===== src/rtl/vt_cursor_gen.sv =====
`default_nettype none
// +--------------------------------------------------------------------------+
// | Module      : vt_cursor_gen                                              |
// | Description : Cursor overlay, frame-synchronous cursor/character blink   |
// |               timing and bell tone generator. Consumes the cursor        |
// |               address and the cursor/bell control bits of VTCSR and      |
// |               feeds the character raster generator.                      |
// | Ports       : wb_clk_i   - system clock                                  |
// |               wb_rst_n   - asynchronous active-low reset                 |
// |               cursor_i   - cursor address (latched on frame_i)           |
// |               cur_en_i   - cursor displayed                              |
// |               cur_blk_i  - 0 = underline cursor, 1 = block cursor        |
// |               bell_i     - bell request level (rising edge rings)        |
// |               frame_i    - one-clock pulse at start of vertical blank    |
// |               chr_vld_i  - raster cycle addresses a visible character    |
// |               chr_adr_i  - address of the character being scanned        |
// |               row_i      - scan row within the character cell            |
// |               cur_pix_o  - registered cursor overlay for this cell row    |
// |               blink_o    - character blink phase (1 = visible)           |
// |               bell_o     - bell square wave                              |
// |               bell_act_o - bell in progress                              |
// | Revision    : 1.0 - initial release                                      |
// +--------------------------------------------------------------------------+
module vt_cursor_gen #(
  parameter int CELL_ROWS   = 12,
  parameter int UL_ROW      = 10,
  parameter int CUR_FRAMES  = 16,
  parameter int CHR_FRAMES  = 32,
  parameter int BELL_HALF   = 12500,
  parameter int BELL_FRAMES = 10
) (
  input  logic        wb_clk_i,
  input  logic        wb_rst_n,
  input  logic [10:0] cursor_i,
  input  logic        cur_en_i,
  input  logic        cur_blk_i,
  input  logic        bell_i,
  input  logic        frame_i,
  input  logic        chr_vld_i,
  input  logic [10:0] chr_adr_i,
  input  logic [3:0]  row_i,
  output logic        cur_pix_o,
  output logic        blink_o,
  output logic        bell_o,
  output logic        bell_act_o
);

  localparam logic [0:0] c_IDLE = 1'b0;
  localparam logic [0:0] c_RING = 1'b1;

  localparam int TONE_W = (BELL_HALF > 1) ? $clog2(BELL_HALF) : 1;
  localparam int DUR_W  = (BELL_FRAMES > 0) ? $clog2(BELL_FRAMES + 1) : 1;

  localparam logic [4:0]        c_CUR_LAST  = 5'(CUR_FRAMES - 1);
  localparam logic [5:0]        c_CHR_LAST  = 6'(CHR_FRAMES - 1);
  localparam logic [4:0]        c_CELL_ROWS = 5'(CELL_ROWS);
  localparam logic [4:0]        c_UL_ROW    = 5'(UL_ROW);
  localparam logic [TONE_W-1:0] c_TONE_LAST = TONE_W'(BELL_HALF - 1);
  localparam logic [DUR_W-1:0]  c_DUR_LOAD  = DUR_W'(BELL_FRAMES);
  localparam logic [DUR_W-1:0]  c_DUR_ONE   = DUR_W'(1);

  logic [10:0]       r_cur_lat;
  logic [4:0]        r_cur_cnt;
  logic [5:0]        r_chr_cnt;
  logic              r_cur_ph;
  logic              r_blink;
  logic              r_cur_pix;
  logic              r_bell;
  logic              r_bell_q;
  logic              r_bell_rise;
  logic [0:0]        r_state;
  logic [DUR_W-1:0]  r_dur_cnt;
  logic [TONE_W-1:0] r_tone_cnt;

  logic w_cur_moved;
  logic w_row_sel;

  assign w_cur_moved = (cursor_i != r_cur_lat);

  // Block cursor covers every real row; underline only the bottom rows.
  // Rows beyond the cell height never select in either shape.
  assign w_row_sel = ({1'b0, row_i} < c_CELL_ROWS) &&
                     (cur_blk_i || ({1'b0, row_i} >= c_UL_ROW));

  // Cursor latch and cursor blink. A moved cursor restarts the blink so
  // it is visible right away; the restart overrides the normal count.
  always_ff @(posedge wb_clk_i or negedge wb_rst_n) begin
    if (!wb_rst_n) begin
      r_cur_lat <= '0;
      r_cur_cnt <= '0;
      r_cur_ph  <= 1'b1;
    end else if (frame_i) begin
      r_cur_lat <= cursor_i;
      if (w_cur_moved) begin
        r_cur_cnt <= '0;
        r_cur_ph  <= 1'b1;
      end else if (r_cur_cnt == c_CUR_LAST) begin
        r_cur_cnt <= '0;
        r_cur_ph  <= ~r_cur_ph;
      end else begin
        r_cur_cnt <= r_cur_cnt + 5'd1;
      end
    end
  end

  // Character blink, independent of cursor moves.
  always_ff @(posedge wb_clk_i or negedge wb_rst_n) begin
    if (!wb_rst_n) begin
      r_chr_cnt <= '0;
      r_blink   <= 1'b1;
    end else if (frame_i) begin
      if (r_chr_cnt == c_CHR_LAST) begin
        r_chr_cnt <= '0;
        r_blink   <= ~r_blink;
      end else begin
        r_chr_cnt <= r_chr_cnt + 6'd1;
      end
    end
  end

  always_ff @(posedge wb_clk_i or negedge wb_rst_n) begin
    if (!wb_rst_n) begin
      r_cur_pix <= 1'b0;
    end else begin
      r_cur_pix <= chr_vld_i & cur_en_i & r_cur_ph &
                   (chr_adr_i == r_cur_lat) & w_row_sel;
    end
  end

  // The detected edge is registered so the FSM reacts two clocks after
  // bell_i rises (one to sample bell_i, one to enter RING).
  always_ff @(posedge wb_clk_i or negedge wb_rst_n) begin
    if (!wb_rst_n) begin
      r_bell_q    <= 1'b0;
      r_bell_rise <= 1'b0;
    end else begin
      r_bell_q    <= bell_i;
      r_bell_rise <= bell_i & ~r_bell_q;
    end
  end

  // Bell FSM. A fresh edge restarts duration and tone and takes priority
  // over a same-cycle frame decrement or expiry.
  always_ff @(posedge wb_clk_i or negedge wb_rst_n) begin
    if (!wb_rst_n) begin
      r_state    <= c_IDLE;
      r_dur_cnt  <= '0;
      r_tone_cnt <= '0;
      r_bell     <= 1'b0;
    end else begin
      case (r_state)
        c_IDLE: begin
          if (r_bell_rise) begin
            r_state    <= c_RING;
            r_dur_cnt  <= c_DUR_LOAD;
            r_tone_cnt <= '0;
            r_bell     <= 1'b1;
          end
        end
        c_RING: begin
          if (r_bell_rise) begin
            r_dur_cnt  <= c_DUR_LOAD;
            r_tone_cnt <= '0;
            r_bell     <= 1'b1;
          end else if (frame_i && (r_dur_cnt <= c_DUR_ONE)) begin
            r_state    <= c_IDLE;
            r_dur_cnt  <= '0;
            r_tone_cnt <= '0;
            r_bell     <= 1'b0;
          end else begin
            if (frame_i) begin
              r_dur_cnt <= r_dur_cnt - c_DUR_ONE;
            end
            if (r_tone_cnt == c_TONE_LAST) begin
              r_tone_cnt <= '0;
              r_bell     <= ~r_bell;
            end else begin
              r_tone_cnt <= r_tone_cnt + TONE_W'(1);
            end
          end
        end
        default: begin
          r_state <= c_IDLE;
          r_bell  <= 1'b0;
        end
      endcase
    end
  end

  assign cur_pix_o  = r_cur_pix;
  assign blink_o    = r_blink;
  assign bell_o     = r_bell;
  assign bell_act_o = (r_state == c_RING);

endmodule
`default_nettype wire


===== config.mk =====
export PLATFORM = sky130hd
export DESIGN_NAME = vt_cursor_gen
export DESIGN_NICKNAME = d
export VERILOG_FILES = /design/src/rtl/vt_cursor_gen.sv
export SDC_FILE = /design/constraint.sdc
export NUM_CORES = 1
export LEC_CHECK = 0
export ABC_AREA = 0
export ABC_CLOCK_PERIOD_IN_PS = 1900
export CELL_PAD_IN_SITES_DETAIL_PLACEMENT = 0
export CELL_PAD_IN_SITES_GLOBAL_PLACEMENT = 1
export CORE_MARGIN = 10
export CORE_UTILIZATION = 38
export DETAILED_ROUTE_END_ITERATION = 7
export GPL_TIMING_DRIVEN = 0
export PLACE_DENSITY_LB_ADDON = 0.05
export SLEW_MARGIN = 25
export SYNTH_ARGS = -nofsm -noshare
export SYNTH_HDL_FRONTEND = slang
export SYNTH_SLANG_ARGS = --single-unit

===== constraint.sdc =====
create_clock -name wb_clk_i -period 1.9 [get_ports wb_clk_i]
set_input_delay 0.19 -clock wb_clk_i [delete_from_list [all_inputs] [get_ports wb_clk_i]]
set_output_delay 0.19 -clock wb_clk_i [all_outputs]
set_load 0.005 [all_outputs]

==> summary.md <==
| Metric | Value |
|---|---|
| Gate Count Post-Synth | around 240 |
| Reg2reg setup slack | -0.003 ns |
| Synthesis-stage register bit count | between 40 and 50 |
| Number of flops mapped to enable cells by yosys | 0 |
| Power density cells | between 900 and 1000 nW/um2 |
| CTS tree | yes |
| Clock Power Share | between 20% and 30% |
| RSZ-0062 raised after global routing | yes |
| Die Span Y | just over 100 um |
| Critical Path End Type | flop |
| Reg2reg start | r_tone_cnt[3]$_DFFE_PN0P_ |
| Die Span X | approximately 100 um |
| Total negative slack | -0.003021 ns |
| Top cell type's share of synthesized area | 44.44% |
| Main flop type after synthesis | dfrtp_1 |
| Worst-path cell chain | or4bb_4 -> nor4_4 -> buf_6 -> o21ai_2 -> a221o_1 |
| Vias | just under 2000 |
| Core Util, Final | between 50% and 60% |
| Unique masters post-synth | 50 |
| # DRC | 0 |
| H-tree depth | 2 |
| Root Driver | clkbuf_8 |
| Fin. Hold Viols | 0 |
| Routed wire per std cell | 16.27 um |
| Worst-margin pin slew | between 0.6 and 0.7 ns |
| Placer congestion estimate | 0.7533 |
| Critical Path AT | roughly 2.1 ns |
| Antenna Nets Post-Route | 0 |
| Sw frac | between 30 and 40% |
| Post-Syn Area per Cell | 10.69 um2 |
| Most common cell in the netlist | dfrtp_1 |
| Post-Syn Area | 2534 um2 |
| Core ar. | between 6000 and 7000 um2 |
| Vias per std cell | approximately 5.3 |
| Hold crit path type | in2reg |
| Hold slack | about 0.27 ns |
| Hold wc startpoint | frame_i |
| I/O Buffers | 34 |
| Post-DP HPWL | approximately 4.1 mm |
| Multi-input combinational cell area | between 1000 and 1500 um2 |
| Total gr overflow | 0 |
| Worst-path fanout max | 8 |
| Synth top cells by count | 45 x dfrtp_1, 18 x xor2_1, 14 x xnor2_1 |
| CP max stage delay | ~0.54 ns |
| Period utilisation layout | 100.2% |
| Asr flop ratio synth | 100.0% |
| Placed Cells | between 300 and 400 |
| DIE AREA | between 10000 and 15000 um2 |
| Total GRT Usage | around 12% |
| Synth Net Count | 275 |
| First-pass GRT wire length | roughly 10 mm |
| NumNets Final | around 330 |
| Critical setup path kind | reg2reg |
| Worst VDD drop | between 0.0006 and 0.0007 V |
| Hold path endpoint | r_chr_cnt[2]$_DFFE_PN0P_ |
| Setup violators final | 1 |
| Max frequency | about 530 MHz |
| Worst Hold Depth | 3 |
| Logic pwr share | 32.4% |
| Post-route non-filler standard cell count | between 300 and 400 |
| Rel. slew slack | between 50% and 60% |
| Cell-internal power | between 2000 and 2500 uW |
| Num CTS Buffers | 5 |
| Total area of sequential cells | roughly 1200 um2 |
| Diode count | 0 |
| Worst setup SP type | flop |
| Minimum clock period | roughly 1.9 ns |
| Ratio of cells with drive above 1 in the final layout | 22.03% |
| Vias in the first global route | roughly 2000 |
| Clk sinks | 47 |
| Flop pwr share | 43.7% |
| Max_cap viols | 0 |
| R2R depth | 5 |
| Synth top area cells | dfrtp_1 44%, xor2_1 6.2%, mux2_2 5.8%, xnor2_1 4.8%, ha_1 2.5% |
| Area delta synth->final | 30.67% |
| Max-slew violations | 0 |
| Pin count of the biggest net entering global routing | between 40 and 50 |
| Initial Util | 39.45% |
| Initial antenna violation count | 0 |
| CP required | 2.10 ns |
| I/O pins | 37 |
| Seq/Total Area, Yosys | 46.52% |
| Slowest CP cell | or4bb_4 |
| Fillers | about 590 |
| Iter 0 DRT Violations | 33 |
| Leakage dissipation | between 0.001 and 0.0015 uW |
| Sw power | 1052 uW |
| RR Endpoint | bell_o$_DFFE_PN0P_ |
| Failing checks | setup timing |
| Post-Route WL | around 6.1 mm |
| TritonRoute pass-1 iters | 4 |
| # rows | 29 |
| Final Skew | ~0.007 ns |
| Final WS setup | -0.003021 ns |
| Leading area contributor after synthesis | dfrtp_1 |
| Status | complete, but fails checks |
| Max Root-Sink Buffers | 2 |
| Clock-pin slew on the worst setup and hold paths | about 0.090 ns |
| Ys Warns | 0 |
| Clock latency at the later pin of the worst-skew pair | ~0.30 ns |
[final cells by class]
| type | count | share of cell area, % |
|---|---|---|
| Multi-Input combinational cell | 177 | 42.18 |
| Sequential cell | 47 | 35.64 |
| Timing Repair Buffer | 50 | 13.91 |
| Tap cell | 77 | 2.910 |
| Clock buffer | 6 | 2.494 |
| Clock inverter | 2 | 1.058 |
| Buffer | 6 | 1.020 |
| Inverter | 7 | 0.7936 |
[how the worst max path moves through the flow]
stage                                 endpoint  cells after the start                      start
floorplan           r_tone_cnt[13]$_DFFE_PN0P_                      5  r_tone_cnt[0]$_DFFE_PN0P_
global placement         r_bell_rise$_DFF_PN0_                      1                   wb_rst_n
detailed placement   r_tone_cnt[7]$_DFFE_PN0P_                      6  r_tone_cnt[0]$_DFFE_PN0P_
CTS                         bell_o$_DFFE_PN0P_                      6  r_tone_cnt[0]$_DFFE_PN0P_
global route                bell_o$_DFFE_PN0P_                      6  r_tone_cnt[0]$_DFFE_PN0P_
finish                      bell_o$_DFFE_PN0P_                      5  r_tone_cnt[3]$_DFFE_PN0P_
[worst max-delay path, delay by kind of cell (launching register included)]
| kind | cells | cell delay (ns) |
|---|---|---|
| AO/OA/AOI/OAI | 2 | 0.35 |
| buffers and inverters | 1 | 0.18 |
| flip-flops | 1 | 0.44 |
| AND/OR/NAND/NOR | 2 | 0.83 |
[through the flow]
stage,setup slack [ns],area [um2],total power (uW)
after floorplan,0.07350,2534,1967
after global placement,-0.8460,2970,2270
after detailed placement,-0.1613,2968,2274
after CTS,-0.01827,3231,3197
after global routing,-0.1294,3311,3476
final,-0.003021,3311,3232
[flip-flops by register name, indices dropped and copies added (netlist names)]
signal,flops
r_cur_cnt,5
blink_o,1
r_dur_cnt,4
bell_act_o,1
r_bell_rise,1
r_tone_cnt,14
r_bell_q,1
r_cur_lat,11
bell_o,1
r_cur_ph,1
cur_pix_o,1
r_chr_cnt,6
[power by group through the flow]
stage               registers, uW  clock network (uW)  logic [uW]
finish                       1410                 773        1050
CTS                          1400                 807         988
detailed placement           1420                   0         855
global route                 1450                 845        1180
global placement             1420                   0         849
floorplan                    1380                   0         592
[what timing repair did]
action | 4_1_cts | 5_1_grt
resized for setup | 9 | 11
gates cloned | 0 | 0
buffers inserted | 12 | 3
endpoints found under the setup margin | 12 | 15
pin swaps | 0 | 8
hold endpoints to repair | 45 | 0
hold buffers | 1 | 0
[layout by cell type (no fill, tap or decap), types with 4 or more instances in the layout]
cell type,instances
buf_4,16
clkbuf_8,6
clkdlybuf4s50_1,33
dfrtp_1,44
ha_1,4
inv_1,7
mux2_2,13
nand2_1,13
nand3_1,9
nand4_1,6
nor2_1,13
nor3_1,7
nor3_2,4
nor4_1,9
o21ai_0,5
o2bb2ai_1,4
xnor2_1,14
xor2_1,18
[metal layers]
metal  share of wire (%)  routed length, um  up-vias  global-route usage (%)
met1                  47               2826      940                   15.30
met4                 1.2                 71        0                   3.850
met3                 3.9                235        9                   3.199
met5                   0                  0        -                       0
met2                  48               2919       28                   20.18
li1                    -                  -      989                       -
[kinds of logic after synthesis]
logic type	count (synthesis)	synth area share [%]
muxes	13	5.778
buffers and inverters	13	2.370
DFF	47	46.52
and+or+nand+nor	88	19.80
adders and majority gates	5	2.469
xor gates and xnor gates	32	11.06
AOI/OAI and AO/OA	39	12.00
No activity file was read; power rests on OpenSTA's default activity.
